==> config.mk <==
export PLATFORM = sky130hd
export DESIGN_NAME = store_buffer
export DESIGN_NICKNAME = d
export VERILOG_FILES = /design/src/rtl/riscv_pkg.sv /design/src/rtl/sb_addr_match.sv /design/src/rtl/store_buffer.sv
export SDC_FILE = /design/constraint.sdc
export NUM_CORES = 1
export LEC_CHECK = 0
export ABC_AREA = 1
export CAP_MARGIN = 20
export CELL_PAD_IN_SITES_DETAIL_PLACEMENT = 0
export CELL_PAD_IN_SITES_GLOBAL_PLACEMENT = 1
export CORE_AREA = 2 2 216 240
export CTS_CLUSTER_DIAMETER = 50
export DETAILED_ROUTE_END_ITERATION = 12
export DIE_AREA = 0 0 218 242
export HOLD_SLACK_MARGIN = 0.06
export PLACE_DENSITY_LB_ADDON = 0.1
export SETUP_SLACK_MARGIN = 0.02
export SLEW_MARGIN = 20
export SYNTH_ARGS = -nofsm -noshare
export SYNTH_HDL_FRONTEND = slang
export SYNTH_SLANG_ARGS = --single-unit
==> constraint.sdc <==
create_clock -name clk -period 4.6 [get_ports clk]
set_clock_uncertainty 0.05 [all_clocks]
set_input_delay 0.46 -clock clk [delete_from_list [all_inputs] [get_ports clk]]
set_output_delay 0.46 -clock clk [all_outputs]
set_load 0.005 [all_outputs]
==> src/rtl/riscv_pkg.sv <==
// Shared types for the store buffer: one queued store entry and its word width.
package riscv_pkg;

  localparam int SB_WORD_W = 30;

  typedef struct packed {
    logic [SB_WORD_W-1:0] word;
    logic [31:0]          data;
    logic [3:0]           be;
  } sb_entry_t;

endpackage

==> src/rtl/sb_addr_match.sv <==
// Parallel word comparator over the valid store-buffer entries; flags any hit.
module sb_addr_match
  import riscv_pkg::*;
#(
  parameter int DEPTH = 4
) (
  input  logic [DEPTH*SB_WORD_W-1:0] words,
  input  logic [DEPTH-1:0]           valid,
  input  logic [SB_WORD_W-1:0]       addr_word,
  output logic                       hit
);

  // OR together the per-entry equality results of every valid entry
  always_comb begin
    hit = 1'b0;
    for (int i = 0; i < DEPTH; i++) begin
      if (valid[i] && (words[i*SB_WORD_W +: SB_WORD_W] == addr_word)) begin
        hit = 1'b1;
      end
    end
  end

endmodule

==> src/rtl/store_buffer.sv <==
// Posted-write store buffer: queues word-aligned stores from the M stage,
// merges same-word stores into the newest entry, retires the head through a
// valid/ready write bus and stalls loads that hit a pending store's word.
module store_buffer
  import riscv_pkg::*;
#(
  parameter int DEPTH = 4
) (
  input  logic        clk,
  input  logic        reset,
  input  logic        MemWriteM,
  input  logic        MemReadM,
  input  logic [31:0] ALUResultM,
  input  logic [31:0] WriteDataM,
  input  logic [3:0]  byteEnable,
  output logic        StallMem,
  output logic        BufEmpty,
  output logic [31:0] mem_raddr,
  output logic        bus_valid,
  output logic [31:0] bus_addr,
  output logic [31:0] bus_wdata,
  output logic [3:0]  bus_be,
  input  logic        bus_ready
);

  localparam int PTR_W = $clog2(DEPTH);
  localparam int CNT_W = PTR_W + 1;
  localparam logic [CNT_W-1:0] CNT_FULL = CNT_W'(DEPTH);
  localparam logic [CNT_W-1:0] CNT_TWO  = CNT_W'(2);

  sb_entry_t              entries_q [DEPTH];
  sb_entry_t              entries_d [DEPTH];
  logic [PTR_W-1:0]       head_q, head_d;
  logic [PTR_W-1:0]       tail_q, tail_d;
  logic [CNT_W-1:0]       count_q, count_d;

  logic [PTR_W-1:0]       newest_idx;
  logic                   store_req;
  logic                   coalesce;
  logic                   enq;
  logic                   deq;
  logic                   full_stall;
  logic                   load_hit;
  logic [DEPTH*SB_WORD_W-1:0] words_flat;
  logic [DEPTH-1:0]       valid_mask;
  logic [PTR_W-1:0]       offset;

  assign mem_raddr  = ALUResultM;
  assign newest_idx = tail_q - PTR_W'(1);

  // Head is on the bus whenever the buffer holds anything; payload is zero when empty
  always_comb begin
    bus_valid = (count_q != '0);
    BufEmpty  = (count_q == '0);
    bus_addr  = '0;
    bus_wdata = '0;
    bus_be    = '0;
    if (bus_valid) begin
      bus_addr  = {entries_q[head_q].word, 2'b00};
      bus_wdata = entries_q[head_q].data;
      bus_be    = entries_q[head_q].be;
    end
  end

  // Classify this cycle's store and bus handshake; never merge into the head
  always_comb begin
    store_req  = MemWriteM && (byteEnable != 4'b0000);
    coalesce   = store_req && (count_q >= CNT_TWO) &&
                 (entries_q[newest_idx].word == ALUResultM[31:2]);
    enq        = store_req && !coalesce && (count_q < CNT_FULL);
    full_stall = store_req && !coalesce && (count_q == CNT_FULL);
    deq        = bus_valid && bus_ready;
  end

  // Build the word vector and occupancy mask for the load-hazard comparator
  always_comb begin
    words_flat = '0;
    valid_mask = '0;
    offset     = '0;
    for (int i = 0; i < DEPTH; i++) begin
      words_flat[i*SB_WORD_W +: SB_WORD_W] = entries_q[i].word;
      offset        = PTR_W'(i) - head_q;
      valid_mask[i] = ({1'b0, offset} < count_q);
    end
  end

  sb_addr_match #(
    .DEPTH (DEPTH)
  ) u_addr_match (
    .words     (words_flat),
    .valid     (valid_mask),
    .addr_word (ALUResultM[31:2]),
    .hit       (load_hit)
  );

  assign StallMem = full_stall || (MemReadM && load_hit);

  // Next-state for storage, pointers and occupancy count
  always_comb begin
    entries_d = entries_q;
    head_d    = head_q;
    tail_d    = tail_q;
    count_d   = count_q;
    if (deq) begin
      head_d = head_q + PTR_W'(1);
    end
    if (coalesce) begin
      for (int b = 0; b < 4; b++) begin
        if (byteEnable[b]) begin
          entries_d[newest_idx].data[b*8 +: 8] = WriteDataM[b*8 +: 8];
        end
      end
      entries_d[newest_idx].be = entries_q[newest_idx].be | byteEnable;
    end else if (enq) begin
      entries_d[tail_q].word = ALUResultM[31:2];
      entries_d[tail_q].data = WriteDataM;
      entries_d[tail_q].be   = byteEnable;
      tail_d = tail_q + PTR_W'(1);
    end
    case ({enq, deq})
      2'b10:   count_d = count_q + CNT_W'(1);
      2'b01:   count_d = count_q - CNT_W'(1);
      default: count_d = count_q;
    endcase
  end

  // Control state: pointers and count, cleared asynchronously
  always_ff @(posedge clk or negedge reset) begin
    if (!reset) begin
      head_q  <= '0;
      tail_q  <= '0;
      count_q <= '0;
    end else begin
      head_q  <= head_d;
      tail_q  <= tail_d;
      count_q <= count_d;
    end
  end

  // Entry payload storage; validity comes from the pointers and count
  always_ff @(posedge clk) begin
    for (int i = 0; i < DEPTH; i++) begin
      entries_q[i] <= entries_d[i];
    end
  end

endmodule

[Word-level counts from Yosys, hierarchy flattened]
Cells that the tools add are included.
Operators by class
  add/sub/neg operators: 9
  order comparisons: 11
  equal/unequal tests: 8
  muxes and demuxes: 48
  bitwise logic cells: 5
  reductions and logical operators: 22
Operators with widths (number)
  two-way mux 264 bit: 10
  bitwise mux 264 bit: 8
  demux 66 bit (select 2 bit): 8
  two-way mux 66 bit: 5
  binary-select mux 66 bit (select 2 bit): 2
  equality test 30 bit: 5
  two-way mux 36 bit: 2
  two-way mux 32 bit: 2
  two-way mux 28 bit: 1
  two-way mux 20 bit: 1
  logical AND 1 bit: 14
  less-than comparator 2 x 3 -> 1 bit: 4
  two-way mux 12 bit: 1
  two-way mux 4 bit: 3
  greater-or-equal comparator 3 bit, second input constant: 3
  NOT 2 -> 3 bit: 3
  less-than comparator 3 x 1 -> 1 bit, second input constant: 2
  case mux 3 bit (2 select lines): 1
  adder 2 x 1 -> 2 bit, second input constant: 2
  two-way mux 1 bit: 4
  OR 4 bit: 1
  nonzero test 2 bit: 2
  nonzero test 4 bit: 1
  subtractor 1 x 2 -> 2 bit, first input constant: 2
  15 further kinds: 16
Storage, ports and cells
  flip-flop bits (word level): 271
  bits of input ports: 73
  output and inout port bits: 103

[Depth between registers and ports, before layout]
  word-level depth: 20
  depth in mapped cells: 28

[By module]
From an unflattened synthesis, not the netlist that was laid out.
Unflattened totals
  cell total of the unflattened synthesis: 2224
  area total of the unflattened synthesis: 17115.2 um2
Modules (own cells, without submodules)
  store_buffer: instances 1, cells each 1678, area each 14968.1 um2
  sb_addr_match: instances 1, cells each 546, area each 2147.1 um2

[Worst setup path after synthesis]
Ideal clock, no wire load.
  kind: reg-to-reg
  from: register tail_q[0]
  to: register entries_q[102] in the netlist's numbering, enable pin
  library setup time: 417 ps
  arrival time: 4091 ps
  data required time: 4133 ps
  setup slack: 43 ps
  cell stages (with the launch flop): 22
  buffers on the path: 8
  clock period less this slack: 4557 ps
  cells stage by stage: dfrtp_1 buf_6 inv_4 buf_6 buf_6 clkbuf_1 ha_1 buf_6 inv_4 buf_4 nand3_1 nand2_1 nand2_1 nand4_1 nor2_1 nand2_1 nor2_4 nand2_2 buf_6 nand3_2 buf_2 nor2_1
Between the ends
  word-level cells in the longest chain between the ends: 11
RTL lines
  start, declared: RTL line store_buffer.sv:34  | logic [PTR_W-1:0] tail_q, tail_d;
  start signal, assigned: RTL line store_buffer.sv:135  | tail_q <= tail_d;
  subtractor 2 x 1 -> 2 bit (*): RTL line store_buffer.sv:49  | assign newest_idx = tail_q - PTR_W'(1);
  via newest_idx[0]: RTL line store_buffer.sv:37  | logic [PTR_W-1:0] newest_idx;
  NOT 2 -> 3 bit (implied by the code) (*): RTL line store_buffer.sv:69  | (entries_q[newest_idx].word == ALUResultM[31:2]);
  binary-select mux 66 bit (select 2 bit) (*): RTL line store_buffer.sv:69
  two-way mux 66 bit (*) (2 in a row)
  equality test 30 bit (*): RTL line store_buffer.sv:69
  logical AND 1 bit (*): RTL line store_buffer.sv:68  | coalesce = store_req && (count_q >= CNT_TWO) &&
  logical NOT 1 bit: RTL line store_buffer.sv:70  | enq = store_req && !coalesce && (count_q < CNT_FULL);
  logical AND 1 bit (2 in a row): RTL line store_buffer.sv:70
  nonzero test 2 bit (no source line) (*)
  end signal, assigned by index: RTL line store_buffer.sv:143  | entries_q[i] <= entries_d[i];
  end, declared: RTL line store_buffer.sv:31  | sb_entry_t entries_q [DEPTH];
The timed path passes the listed nets; every way through them passes the cells marked *. The select of a mux whose other input is x is not followed.
A chain may end at the register's enable or synchronous reset.

[Final worst setup path]
  from: register tail_q[0]
  to: output StallMem
Between the ends
  word-level cells in the longest chain between the ends: 11
RTL lines
  subtractor 2 x 1 -> 2 bit: RTL line store_buffer.sv:49
  NOT 2 -> 3 bit (implied by the code): RTL line store_buffer.sv:69
  binary-select mux 66 bit (select 2 bit): RTL line store_buffer.sv:69
  two-way mux 66 bit (2 in a row)
  equality test 30 bit: RTL line store_buffer.sv:69
  logical AND 1 bit: RTL line store_buffer.sv:68
  logical NOT 1 bit: RTL line store_buffer.sv:71  | full_stall = store_req && !coalesce && (count_q == CNT_FULL);
  logical AND 1 bit (2 in a row): RTL line store_buffer.sv:71
  logical OR 1 bit: RTL line store_buffer.sv:96  | assign StallMem = full_stall || (MemReadM && load_hit);
  end, declared: RTL line store_buffer.sv:16  | output logic StallMem,
No other way between the ends. The select of a mux whose other input is x is not followed.

==> results <==
-- final cells by class --
| type | count | share of cell area [%] |
|---|---|---|
| Antenna cell | 1 | 0.01222 |
| Clock buffer | 50 | 5.382 |
| Clock inverter | 26 | 1.130 |
| Inverter | 116 | 2.157 |
| Multi-Input combinational cell | 1466 | 36.51 |
| Sequential cell | 271 | 39.58 |
| Tap cell | 667 | 4.075 |
| Timing Repair Buffer | 238 | 11.16 |
-- worst max-delay path: stages (launching register included) --
cell             delay (ps)
dfrtp_2                 380
buf_4                   750
nand2_1                 270
nand3_1                 180
nand2_1                  60
nand2_1                 120
nand2_1                  70
inv_1                    60
nand2_1                  50
nor2_1                   80
nand2_1                  90
nor2_4                  200
nand2_2                 210
nand3_1                 130
nand2_1                 130
clkdlybuf4s50_1         480
-- path summary, 6_finish.rpt --
kind | slack (ps) | end | startpoint | cells past startpoint
hold / removal | 170 | tail_q[1] | reset | 1
hold reg to reg | 510 | tail_q[1] | tail_q[1] | 2
setup reg to reg | 440 | entries_q[84] | tail_q[0] | 14
min in group clk | 510 | head_q[0] | bus_ready | 3
setup / recovery | 230 | StallMem | tail_q[0] | 15
max in group asynchronous | 3970 | head_q[1] | reset | 1
-- synth_stat cells --
| library cell | number | area [um^2] |
|---|---|---|
| inv_4 | 2 | 12.51 |
| dfrtp_1 | 7 | 175.2 |
| fa_1 | 1 | 20.02 |
| o21ai_1 | 6 | 30.03 |
| nand2_2 | 2 | 12.51 |
| xnor2_1 | 59 | 516.8 |
| a221oi_1 | 19 | 166.4 |
| o31ai_1 | 14 | 105.1 |
| nand2_1 | 516 | 1937 |
| nor2_2 | 2 | 12.51 |
| or2_2 | 6 | 37.54 |
| nor2_8 | 1 | 20.02 |
| buf_4 | 41 | 307.8 |
| nand4_1 | 28 | 175.2 |
| and2_1 | 1 | 6.260 |
| nand3_2 | 1 | 10.01 |
| conb_1 | 1 | 3.750 |
| a31oi_1 | 47 | 294.0 |
| nor3b_1 | 1 | 7.510 |
| o22ai_1 | 109 | 681.9 |
| a22oi_1 | 47 | 352.8 |
| xor2_1 | 37 | 324.1 |
| a211oi_1 | 4 | 30.03 |
| inv_2 | 5 | 18.77 |
| clkinv_1 | 1 | 3.750 |
| inv_1 | 108 | 405.4 |
| clkbuf_1 | 87 | 326.6 |
| a21oi_1 | 21 | 105.1 |
| nor2_4 | 2 | 22.52 |
| buf_6 | 13 | 146.4 |
| nor2_1 | 218 | 818.3 |
| nor3_1 | 21 | 105.1 |
| ha_1 | 9 | 112.6 |
| o21ai_0 | 46 | 230.2 |
| nand3_1 | 234 | 1171 |
| nor2b_1 | 4 | 25.02 |
| o2111ai_1 | 5 | 43.79 |
| buf_1 | 6 | 22.52 |
| o31ai_2 | 2 | 25.02 |
| buf_2 | 41 | 205.2 |
| nor4_1 | 1 | 6.260 |
| edfxtp_1 | 264 | 7928 |
-- stage by stage --
stage	hold slack, ps	std cells	area [um^2]
floorplan	114.4	2041	16960
global placement	474.8	2758	19140
detailed placement	492.6	2758	19140
CTS	162.5	2834	20480
global route	189.2	2834	20480
finish	173.4	2835	20480
-- power groups by stage --
stage	Combinational, W	Sequential, W	Clock, W
3_3_place_gp	0.00731	0.00359	0
5_1_grt	0.00795	0.00359	0.00323
2_1_floorplan	0.00410	0.00346	0
4_1_cts	0.00734	0.00355	0.00314
6_report	0.00730	0.00355	0.00309
3_5_place_dp	0.00730	0.00359	0
-- registers in the layout, indices dropped and copies added, names as in the netlist --
signal and count:
count_q 3, entries_q 264, head_q 2, tail_q 2
-- kinds of logic (layout without fill, tap and decap cells) --
logic type      count (synthesis)  count (layout)  synth area share (%)
fa+ha+maj                      10              10                0.7820
other cells                     1               3               0.02211
flops                         271             271                 47.78
buf+inv                       304             430                 8.543
compound gates                320             320                 12.17
xor+xnor                       96              96                 4.958
simple gates                 1038            1038                 25.75
-- per-layer routing --
metal  vias to the layer above  wire length (um)
li1                       7261                 -
met1                      7514             26570
met2                       571             33560
met3                       117              4195
met4                         0              2548
met5                         -                 0
==> run metrics <==
H-tree depth=2; setup ws final=230.3 ps; io pins=176; Setup-failing EPs final=0; final worst-path cycle share=94.99%; gr ovfl total=0; first-pass GRT wire length=97,750 um; die area=0.05276 mm^2; Setup CP Type=flip-flop to primary output; Worst-Margin Slew=1116 ps; Detail Route Antenna Nets=0; # rows=87; layout cell share with drive strength beyond 1=7.753%; Comb power frac=52.4%; clock share of power=22.2%; relative max-transition margin=25.59%; Die W=218 um; wire length per cell=23.59 um; core area=0.05051 mm^2; Starting Density=33.58%; Multi-input gate area=0.007477 mm^2; DR pass1 iterations=5; RSZ-0062 raised after global routing=false; critical path arrival=3860 ps; clk slew on worst S/H paths=50 ps; post_cts resized=0; fin. max-slew vios=0; Sw Ratio=44.67%; Cells after Synth=2,040; power share of the sequential group=25.4%; Setup Buffers After CTS=0; antenna violations before repair=1; DP Wirelength=43,600 um; Critical Path Start Type=flip-flop; sequential cell area=0.008107 mm^2; Pwr Total=0.01394 W; met1 usage=30.14%; fmax=0.2289 GHz; met2 Usage GRT=43.73%; initial drt markers=1,200; fin nets=2,217; Avg Cell Area, Syn=8.314 um^2; pin count of the biggest net entering global routing=89; Syn-to-layout area delta=20.76%; CTS Hold Bufs=0; CP required=4090 ps; Seq/Total Area, Yosys=47.78%; final core occ=40.55%; Pleak=7.647 nW; vias per inst=5.454; Seq cells post-synth=271; pre-CTS setup slack=474.6 ps; internal power=0.007713 W; most used routing layer=met2; PD cells=680.6 mW/mm^2; Total Routing Usage GR=24.97%; sw power=0.006226 W; die height=242 um; Sink Count=271; drt drc=0; Fill cells=5,146; Final min period=4370 ps; vias in the first global route=15,450; Max clock buf depth=3; Fin Setup TNS=0 ps; worst hold path class=input port to async pin; Worst-Skew Late Latency=570 ps; commonest non-fill, non-tap cell in the layout=nand2_1; routability cong.=0.9095; Worst VDD drop=0.0004994 V; met3 Use GR=3.942%; Max Cap Viol=0; status=complete, no violations; cell area after synthesis=0.01696 mm^2; Final Hold Vio Count=0; aggregate routed wire length=66,870 um; CTS tree=done; routed via count=15,460; CTS root buffer=clkbuf_16; endpoint class of the critical path=primary output; CTS buffer count=41; most frequent cells in the layout=nand2_1 (516), edfxtp_1 (264), nand3_1 (234); synth warn=0; CP Max Fanout=71; Port Buf Inserts=169; synth unique cells=42
No activity file was read; power rests on OpenSTA's default activity.
